`src/rtl/pll_reset_ctrl_pkg.sv`:
```
`default_nettype none
// ============================================================================
// Module   : pll_reset_ctrl_pkg
// Brief    : State encodings and helpers shared by the PLL reset sequencer and
//            by any debug/CSR logic that decodes its state output.
// Revision : 1.0 - initial release
// ============================================================================
package pll_reset_ctrl_pkg;

  // Width of the exported state field; software decodes the values below.
  localparam int STATE_W = 3;

  typedef enum logic [STATE_W-1:0] {
    ST_RESET     = 3'd0,
    ST_WAIT_LOCK = 3'd1,
    ST_STABLE    = 3'd2,
    ST_RUN       = 3'd3,
    ST_FAIL      = 3'd4
  } pll_state_e;

  // Increment that sticks at all-ones instead of wrapping.
  function automatic logic [7:0] sat_inc8(input logic [7:0] v);
    return (v == 8'hFF) ? v : v + 8'd1;
  endfunction

endpackage : pll_reset_ctrl_pkg
`default_nettype wire

```
`src/rtl/pll_reset_ctrl_sync_2ff.sv`:
```
`default_nettype none
// ============================================================================
// Module   : sync_2ff
// Brief    : Generic two-flop synchronizer, asynchronous active-low reset,
//            reset value 0. Output lags the input by two clk edges.
// Revision : 1.0 - initial release
// ============================================================================
module sync_2ff #(
  parameter int WIDTH = 1
) (
  input  logic             clk,
  input  logic             reset_,
  input  logic [WIDTH-1:0] d,
  output logic [WIDTH-1:0] q
);

  logic [WIDTH-1:0] meta_q, meta_d;
  logic [WIDTH-1:0] sync_q, sync_d;

  // Shift the asynchronous input through the two synchronizing stages.
  always_comb begin
    meta_d = d;
    sync_d = meta_q;
  end

  // Synchronizer flops; both clear while reset_ is low.
  always_ff @(posedge clk or negedge reset_) begin
    if (!reset_) begin
      meta_q <= '0;
      sync_q <= '0;
    end else begin
      meta_q <= meta_d;
      sync_q <= sync_d;
    end
  end

  assign q = sync_q;

endmodule : sync_2ff
`default_nettype wire

```
`src/rtl/pll_reset_ctrl.sv`:
```
`default_nettype none
// ============================================================================
// Module   : pll_reset_ctrl
// Brief    : iCE40 PLL supervisor. Pulses RESETB, waits for LOCK with a
//            timeout and bounded retries, qualifies lock as stable, then
//            releases the SoC reset. Re-sequences on lock loss or on request.
// Revision : 1.0 - initial release
// ============================================================================
module pll_reset_ctrl
  import pll_reset_ctrl_pkg::*;
#(
  parameter int RESET_CYCLES  = 16,
  parameter int LOCK_TIMEOUT  = 50000,
  parameter int STABLE_CYCLES = 1024,
  parameter int MAX_RETRIES   = 3,
  parameter int CNT_W         = 16
) (
  input  logic               clk,
  input  logic               reset_,
  input  logic               pll_locked,
  input  logic               force_relock,
  output logic               pll_resetb,
  output logic               sys_reset_,
  output logic [STATE_W-1:0] state,
  output logic [1:0]         retry_cnt,
  output logic [7:0]         lock_loss_cnt,
  output logic               fail
);

  // Terminal counts: the counter starts at 0 on entry, so the last cycle of
  // an N-cycle interval sees N-1.
  localparam logic [CNT_W-1:0] RESET_LAST   = CNT_W'(RESET_CYCLES - 1);
  localparam logic [CNT_W-1:0] TIMEOUT_LAST = CNT_W'(LOCK_TIMEOUT - 1);
  localparam logic [CNT_W-1:0] STABLE_LAST  = CNT_W'(STABLE_CYCLES - 1);
  localparam logic [CNT_W-1:0] CNT_ONE      = CNT_W'(1);
  localparam logic [1:0]       RETRY_LIMIT  = 2'(MAX_RETRIES);

  logic lock_s;

  pll_state_e       state_q, state_d;
  logic [CNT_W-1:0] cnt_q, cnt_d;
  logic [1:0]       retry_q, retry_d;
  logic [7:0]       loss_q, loss_d;
  logic             pll_resetb_q, pll_resetb_d;
  logic             sys_rst_n_q, sys_rst_n_d;
  logic             fail_q, fail_d;
  logic             restart;

  // LOCK is asynchronous to clk; every FSM decision uses the synchronized copy.
  sync_2ff #(
    .WIDTH (1)
  ) u_lock_sync (
    .clk    (clk),
    .reset_ (reset_),
    .d      (pll_locked),
    .q      (lock_s)
  );

  // Next-state, counter and output decode. force_relock overrides every
  // lock/timeout event; re-entering RESET from RESET still restarts the count.
  always_comb begin
    state_d = state_q;
    retry_d = retry_q;
    loss_d  = loss_q;
    restart = 1'b0;

    if (force_relock) begin
      state_d = ST_RESET;
      retry_d = 2'd0;
      restart = 1'b1;
    end else begin
      case (state_q)
        ST_RESET: begin
          if (cnt_q == RESET_LAST) state_d = ST_WAIT_LOCK;
        end
        ST_WAIT_LOCK: begin
          if (lock_s) begin
            state_d = ST_STABLE;
          end else if (cnt_q == TIMEOUT_LAST) begin
            if (retry_q < RETRY_LIMIT) begin
              retry_d = retry_q + 2'd1;
              state_d = ST_RESET;
            end else begin
              state_d = ST_FAIL;
            end
          end
        end
        ST_STABLE: begin
          // A dropout sends us back to wait; the retry budget is not charged.
          if (!lock_s) begin
            state_d = ST_WAIT_LOCK;
          end else if (cnt_q == STABLE_LAST) begin
            state_d = ST_RUN;
            retry_d = 2'd0;
          end
        end
        ST_RUN: begin
          if (!lock_s) begin
            state_d = ST_RESET;
            loss_d  = sat_inc8(loss_q);
          end
        end
        ST_FAIL: begin
          // Only force_relock or reset_ leave FAIL.
        end
        default: begin
          state_d = ST_RESET;
          restart = 1'b1;
        end
      endcase
    end

    // Counter restarts on every transition; it has no meaning in RUN/FAIL so
    // it is frozen there rather than left to wrap.
    if (restart || (state_d != state_q)) begin
      cnt_d = '0;
    end else if ((state_q == ST_RUN) || (state_q == ST_FAIL)) begin
      cnt_d = cnt_q;
    end else begin
      cnt_d = cnt_q + CNT_ONE;
    end

    // Outputs are registered from the next state so they change in the same
    // cycle the state register does.
    pll_resetb_d = (state_d != ST_RESET);
    sys_rst_n_d  = (state_d == ST_RUN);
    fail_d       = (state_d == ST_FAIL);
  end

  // State and output registers; reset_ forces both reset pins low at once.
  always_ff @(posedge clk or negedge reset_) begin
    if (!reset_) begin
      state_q      <= ST_RESET;
      cnt_q        <= '0;
      retry_q      <= 2'd0;
      loss_q       <= 8'd0;
      pll_resetb_q <= 1'b0;
      sys_rst_n_q  <= 1'b0;
      fail_q       <= 1'b0;
    end else begin
      state_q      <= state_d;
      cnt_q        <= cnt_d;
      retry_q      <= retry_d;
      loss_q       <= loss_d;
      pll_resetb_q <= pll_resetb_d;
      sys_rst_n_q  <= sys_rst_n_d;
      fail_q       <= fail_d;
    end
  end

  assign state         = state_q;
  assign retry_cnt     = retry_q;
  assign lock_loss_cnt = loss_q;
  assign pll_resetb    = pll_resetb_q;
  assign sys_reset_    = sys_rst_n_q;
  assign fail          = fail_q;

endmodule : pll_reset_ctrl
`default_nettype wire

```
`config.mk`:
```
export PLATFORM = sky130hd
export DESIGN_NAME = pll_reset_ctrl
export DESIGN_NICKNAME = d
export VERILOG_FILES = /design/src/rtl/pll_reset_ctrl_pkg.sv /design/src/rtl/pll_reset_ctrl_sync_2ff.sv /design/src/rtl/pll_reset_ctrl.sv
export SDC_FILE = /design/constraint.sdc
export NUM_CORES = 1
export LEC_CHECK = 0
export BUFFER_PORTS_ARGS = -buffer_cell sky130_fd_sc_hd__buf_2
export CORE_ASPECT_RATIO = 0.8
export CORE_UTILIZATION = 35
export DETAILED_ROUTE_END_ITERATION = 6
export GPL_TIMING_DRIVEN = 1
export HOLD_SLACK_MARGIN = 0.06
export PLACE_DENSITY_LB_ADDON = 0.05
export SYNTH_ARGS = -nofsm -noshare
export SYNTH_HDL_FRONTEND = slang
export SYNTH_SLANG_ARGS = --single-unit
```
`constraint.sdc`:
```
create_clock -name clk -period 3.49 [get_ports clk]
set_input_delay 0 -clock clk [delete_from_list [all_inputs] [get_ports clk]]
set_output_delay 0 -clock clk [all_outputs]
set_load 0.005 [all_outputs]
```
==> results of run 1 <==
-- registers in the layout (all words and copies together), names as in the netlist --
name	cells
pll_resetb	1
sys_reset_	1
retry_cnt	2
fail	1
lock_loss_cnt	8
cnt_q	16
state	3
u_lock_sync.q	1
u_lock_sync.meta_q	1
-- layer usage --
metal | global-route usage, % | share of wire (%)
met4 | 6.47 | 0.96
met1 | 23.7 | 52
met3 | 4.11 | 3.1
met2 | 25.5 | 44
met5 | 0 | 0
-- synthesized netlist by cell type (2+ instances only) --
cell type | count | area, um2
dfrtp_1 | 34 | 851
nor3_1 | 22 | 110
nor2_1 | 15 | 56.3
nand2_1 | 14 | 52.6
nand3_1 | 13 | 65.1
xor2_1 | 11 | 96.3
xnor2_1 | 10 | 87.6
clkbuf_1 | 8 | 30.0
inv_1 | 8 | 30.0
nand4_1 | 8 | 50.1
a21oi_1 | 5 | 25.0
ha_1 | 3 | 37.5
nor4_1 | 3 | 18.8
a211oi_1 | 2 | 15.0
a21boi_0 | 2 | 15.0
and3b_1 | 2 | 17.5
mux2_1 | 2 | 22.5
nand3b_1 | 2 | 15.0
nand4b_1 | 2 | 17.5
nor3b_1 | 2 | 15.0
o21ai_0 | 2 | 10.0
o31a_2 | 2 | 20.0
or4_1 | 2 | 15.0
or4_4 | 2 | 22.5
-- cell families (layout without fill, tap and decap cells) --
family	Yosys count	in the layout
adders and majority gates	3	3
AOI/OAI and AO/OA	20	20
DFF	34	34
muxes	2	2
and+or+nand+nor	94	94
buffers and inverters	17	37
xor gates and xnor gates	21	21
-- metrics by stage --
stage | setup WS (ns) | cell area, um2 | util, % | total power, mW
global placement | 0.868 | 1960 | 39.2 | 0.490
finish | 0.778 | 2080 | 41.5 | 0.772
global route | 0.645 | 2080 | 41.5 | 0.819
CTS | 0.814 | 2080 | 41.5 | 0.787
detailed placement | 0.838 | 1960 | 39.2 | 0.491
floorplan | 1.06 | 1820 | - | 0.466
-- how the worst min path moves through the flow --
stage	endpoint	slack (ns)	depth (start not counted)
after floorplan	cnt_q[0]	-0.30	0
after CTS	retry_cnt[1]	0.35	2
after detailed placement	u_lock_sync.meta_q	0.11	1
after global routing	u_lock_sync.q	0.36	0
after global placement	pll_resetb	0.11	1
final	retry_cnt[1]	0.32	2
-- final cells by class --
| type | instances | share of cell area (%) |
|---|---|---|
| Multi-Input combinational cell | 140 | 43.5 |
| Inverter | 8 | 1.45 |
| Tap cell | 62 | 3.73 |
| Timing Repair Buffer | 23 | 6.39 |
| Clock buffer | 6 | 3.98 |
| Sequential cell | 34 | 41.0 |
-- cell usage in the layout, fill, tap and decap left out, types with 2 or more instances in the layout --
master         netlist  layout
or4_4                2       2
a21boi_0             2       2
ha_1                 3       3
mux2_1               2       2
a211oi_1             2       2
nand4b_1             2       2
xnor2_1             10      10
nor4_1               3       3
xor2_1              11      11
and3b_1              2       2
nor2_1              15      15
nor3_1              22      22
buf_2                1      19
nand2_1             14      14
inv_1                8       8
a21oi_1              5       5
dfrtp_1             34      34
o21ai_0              2       2
nand3_1             13      13
or4_1                2       2
nor3b_1              2       2
clkbuf_8             0       6
o31a_2               2       2
dlygate4sd3_1        0       3
nand4_1              8       8
nand3b_1             2       2
-- power groups by stage --
stage	combinational, mW	clock (mW)	sequential, mW
5_1_grt	0.0771	0.322	0.420
3_5_place_dp	0.0653	0	0.426
3_3_place_gp	0.0645	0	0.425
2_1_floorplan	0.0419	0	0.424
6_report	0.0677	0.286	0.419
4_1_cts	0.0689	0.299	0.419
-- timing repair --
action / CTS / global route
hold endpoints to repair: 37 / 0
endpoints found under the setup margin: 0 / 0
buffers inserted: 0 / 0
resized for setup: 0 / 0
hold buffers: 3 / 0
==> results.cfg, run 1 <==
[status]
status = finished clean

[timing]
period_share_pct = 77.7
maxSlewViolCount = 0
finClkSkew_ns = 0.0103
setup-tns-final_ns = 0
worst_slew_pin_slew_ns = 0.914
rsz0062_at_grt = no
fmax_mhz = 369
setup_violations = 0
max-slew-margin-rel_pct = 38.5
period_needed_ns = 2.71
hold_viol_final = 0
whs_ns = 0.319

[drt]
ant_nets = 0
drtIter0Drc = 114
via_per_inst = 5.29
drt_wl_total_um = 4150
wl_per_cell_um = 15.2
vias = 1443
drc = 0
firstDrtPassIters = 4

[logic_synthesis]
syn_inst = 191
synth_top_family_by_area = simple AND/OR/NAND/NOR gates
synth-edff-count = 0
yosysWarnings = 0
synth_top_flop_cell = dfrtp_1
ys_ff_latch = 34
yosys.area_share.adder_pct = 2.06
yosys.area_share.simple_pct = 28.2
synth_xor_area_share_pct = 10.1
synth_fp_nets = 198
synth_area_um2 = 1820
avgSynthCellArea_um2 = 9.52
ys_async_sr_fraction_pct = 100
ys_types = 39
synth-compound-area-share_pct = 8.05
synth.mux.area_fraction_pct = 1.24
yosysSeqAreaShare_pct = 46.8

[clock_network]
cts_buffer_depth = 2
clk_latency_ns = 0.29
clock-sinks = 34
cts_tree = yes
cts.clk_slew.worst_paths_ns = 0.07
cts_root_buffer = clkbuf_8
h-tree-depth = 2
cts_buffers = 5

[placed_design]
hpwl_um = 2920
dp_cells = 264
routabilityCongestion = 0.803
io_buffers = 19

[die]
dieArea_um2 = 5490
die_x_um = 82.6
fp.dieH_um = 66.5
num_rows = 23
io_pins = 20
start_util_pct = 36.3
coreArea_um2 = 5010

[final_layout]
multiInputGateArea_um2 = 903
drive_gt1_share_pct = 15.6
fillerInstances = 501
n_antenna_cell = 0
area_delta_synth_final_pct = 14.2
final_nets = 219
seq_area_um2 = 851
fin_cells = 273

[worst_setup_path]
worstPathArrival_ns = 2.85
end_kind = register
r2r_setup_slack_ns = 0.78
crit_slowest_cell = or4_4
critPathTopFamily = compound AO/OA/AOI/OAI gates
critPathRequiredTime_ns = 3.63
reg2reg_to = cnt_q[5]
crit_fanout = 8
slowest_delay_ns = 0.56
setup.worst_path.end = cnt_q[5]
r2r_cells = 6
crit_type = register to register
cp-startpoint = cnt_q[10]
cp-start-kind = register
path_buf_inv = 1
rr_startpoint = cnt_q[10]
crit_cells = 6
path_cells = or4_4 > o41ai_1 > nand4_1 > a211oi_1 > buf_4 > nor3_1

[global_route]
grt_max_degree = 35
grt_pass1_vias = 1409
grt_pass1_wl_um = 6840
grt_use_total_pct = 17.1
grt_overflow = 0
antenna_found_initial = 0

[power_and_ir_drop]
irDropWorstVdd_uv = 169
switchingPower_mw = 0.181
pwr-share-comb_pct = 8.8
p_int_mw = 0.591
power.share.switching_pct = 23.5
power_density_nw_per_um2 = 372
seqPwrFrac_pct = 54.2
power.share.clock_pct = 37.0
p_leak_nw = 0.935

[hold_path]
min_path_type = input port to asynchronous set/reset pin

[flow_run]
maxCapViolCount = 0
(Power assumes the default switching activity.)
==> run 2: changes to the inputs <==
ABC_AREA = 1   (was default)
clock period = 2.32 ns   (was 3.49 ns; I/O delays follow)
==> run 2 against run 1 <==
Critical path depth up 4. Global-route usage down 2.8 points. Clock-buffer cell count down 1. Combinational power up 16%.
==> results.cfg, run 2 <==
[status]
status = finished clean

[logic_synthesis]
synth_top_flop_cell = dfrtp_1
yosysWarnings = 0
ys_async_sr_fraction_pct = 100
ys_ff_latch = 34
synth.most_common_cell = nand2_1
ys_top_cells_by_area = dfrtp_1 44%, nand2_1 7.8%, nor2_4 7.0%
synth_fp_nets = 221
avgSynthCellArea_um2 = 8.96
synth_top_area_share_pct = 44.4
yosysSeqAreaShare_pct = 44.4
syn_inst = 214
synth_common_cells = 40 x nand2_1, 34 x dfrtp_1, 28 x nor2_1
synth_top_area_cell = dfrtp_1
synth-edff-count = 0
synth_area_um2 = 1920
ys_types = 27

[clock_network]
postCtsSetupRepairBufs = 0
clock-sinks = 34
h-tree-depth = 2
cts_buffers = 5
cts_buffer_depth = 2
cts_root_buffer = clkbuf_8
clk_latency_ns = 0.29
cts_tree = yes
cts.clk_slew.worst_paths_ns = 0.08

[power_and_ir_drop]
pwr-share-comb_pct = 6.3
seqPwrFrac_pct = 49.2
power_density_nw_per_um2 = 572
power.share.switching_pct = 24.1
p_leak_nw = 1.09
power.share.clock_pct = 44.6
irDropWorstVdd_uv = 211
switchingPower_mw = 0.304
p_int_mw = 0.956

[final_layout]
n_antenna_cell = 0
fin_cells = 304
regMostFlops = cnt_q
drive_gt1_share_pct = 24.8
final_common_cell = nand2_1
area_delta_synth_final_pct = 14.9
final_nets = 248
fillerInstances = 521
layout_common_cells = 40 x nand2_1, 34 x dfrtp_1, 28 x nor2_1, 20 x inv_1, 19 x buf_2
largest_register_ffs = 16

[drt]
via_per_inst = 4.58
drt_wl_total_um = 3680
drc = 0
wl_per_cell_um = 12.1
ant_nets = 0
firstDrtPassIters = 6
vias = 1391
drtIter0Drc = 63

[global_route]
antenna_found_initial = 0
grt-busiest-layer = met2
grt_pass1_vias = 1268
use_met1_pct = 20.5
grt_overflow = 0
grt_use_met3_pct = 3.62
grt_pass1_wl_um = 6200
met2_usage_pct = 20.8
grt_use_total_pct = 14.3
grt_max_degree = 35

[placed_design]
hpwl_um = 2670
routabilityCongestion = 0.735
dp_cells = 294
io_buffers = 19

[timing]
period_share_pct = 83.8
maxSlewViolCount = 0
max-slew-margin-rel_pct = 48.4
fmax_mhz = 514
setup-tns-final_ns = 0
rsz0062_at_grt = no
worst_slew_pin_slew_ns = 0.773
finClkSkew_ns = 0.00431
hold_viol_final = 0
setup_violations = 0
period_needed_ns = 1.95

[die]
dieArea_um2 = 5780
start_util_pct = 37.2
die_x_um = 84.7
io_pins = 20
coreArea_um2 = 5150
num_rows = 23
fp.dieH_um = 68.2

[worst_setup_path]
cp-start-kind = register
rr_startpoint = cnt_q[0]
path_cells = ha_1 > nand3_4 > nor2_1 > nand2_1 > nand2_1 > nand3_1 > nand2_1 > nor2_2 > nand3_4 > nor2_1
r2r_setup_slack_ns = 0.37
crit_fanout = 16
crit_type = register to register
worstPathArrival_ns = 2.15
cp-startpoint = cnt_q[0]
cp_common_cell = nand2_1
slowest_delay_ns = 0.41
crit_slowest_cell = dfrtp_1
critPathRequiredTime_ns = 2.53
end_kind = register

[hold_path]
min_path_type = input port to register
min_from = force_relock

[flow_run]
maxCapViolCount = 0
## run 2: changes by cell type after synthesis, moves of 3 or more
cell | before | now
nor2_2 | 0 | 5
nand2_2 | 0 | 5
nor4_1 | 3 | 0
inv_1 | 8 | 20
nand2_1 | 14 | 40
nor3_1 | 22 | 4
nor2_1 | 15 | 28
nor2_4 | 0 | 12
clkbuf_1 | 8 | 0
## run 2: critical path, delay by kind of cell (launching register included)
| family | cells | cell delay (ns) |
|---|---|---|
| AND/OR/NAND/NOR | 9 | 1.20 |
| adder cells (fa/ha/maj) | 1 | 0.25 |
| flip-flops | 1 | 0.41 |
## run 2: stage by stage
| stage | cell area, um2 | utilization, % | setup slack [ns] | power [mW] | hold slack, ns |
|---|---|---|---|---|---|
| final | 2200 | 42.8 | 0.375 | 1.26 | 0.0867 |
| after global routing | 2200 | 42.8 | 0.186 | 1.31 | 0.128 |
| after detailed placement | 2070 | 40.2 | 0.380 | 0.711 | 0.109 |
| after global placement | 2070 | 40.2 | 0.420 | 0.709 | 0.114 |
| after CTS | 2200 | 42.8 | 0.352 | 1.28 | 0.0800 |
| after floorplan | 1920 | - | 0.686 | 0.680 | -0.296 |
## run 2: power groups by stage
stage	Sequential, mW	Clock [mW]	Combinational, mW
after floorplan	0.630	0	0.0498
after global placement	0.631	0	0.0783
after detailed placement	0.632	0	0.0790
after CTS	0.620	0.579	0.0815
after global routing	0.622	0.597	0.0925
final	0.619	0.562	0.0788
## run 2: cells by family after synthesis
group,after synthesis,share of synthesized area (%)
AOI/OAI and AO/OA,8,2.35
xor gates and xnor gates,20,9.14
adders and majority gates,3,1.96
buffers and inverters,24,5.55
DFF,34,44.4
muxes,1,0.587
and+or+nand+nor,124,36.0
## run 2: metal layers
metal / wire (um) / vias to the layer above
met5: 0 / -
met4: 51 / 0
met3: 119 / 5
met2: 1500 / 21
met1: 2010 / 639
li1: - / 726
## run 2: final timing paths
kind                                         end  cells after the start
min in group asynchronous              cnt_q[14]                      2
worst min register to register     u_lock_sync.q                      0
worst max-delay path                   cnt_q[10]                     10
max in group asynchronous               cnt_q[3]                      2
worst max register to register         cnt_q[10]                     10
worst min-delay path            lock_loss_cnt[2]                      4
## run 2: layout make-up
type / instances / area (um2) / area share (%)
multi-input cells: 156 / 960 / 43.6
flip-flops and latches: 34 / 851 / 38.6
repair buffers: 21 / 115 / 5.22
inverters: 23 / 86.3 / 3.92
well taps: 62 / 77.6 / 3.52
clock buffers: 5 / 68.8 / 3.12
clock inverters: 3 / 45.0 / 2.04
## run 2: repair_timing
item,4_1_cts,5_1_grt
endpoints found under the hold margin,35,0
gates resized for setup,0,0
hold buffers,2,0
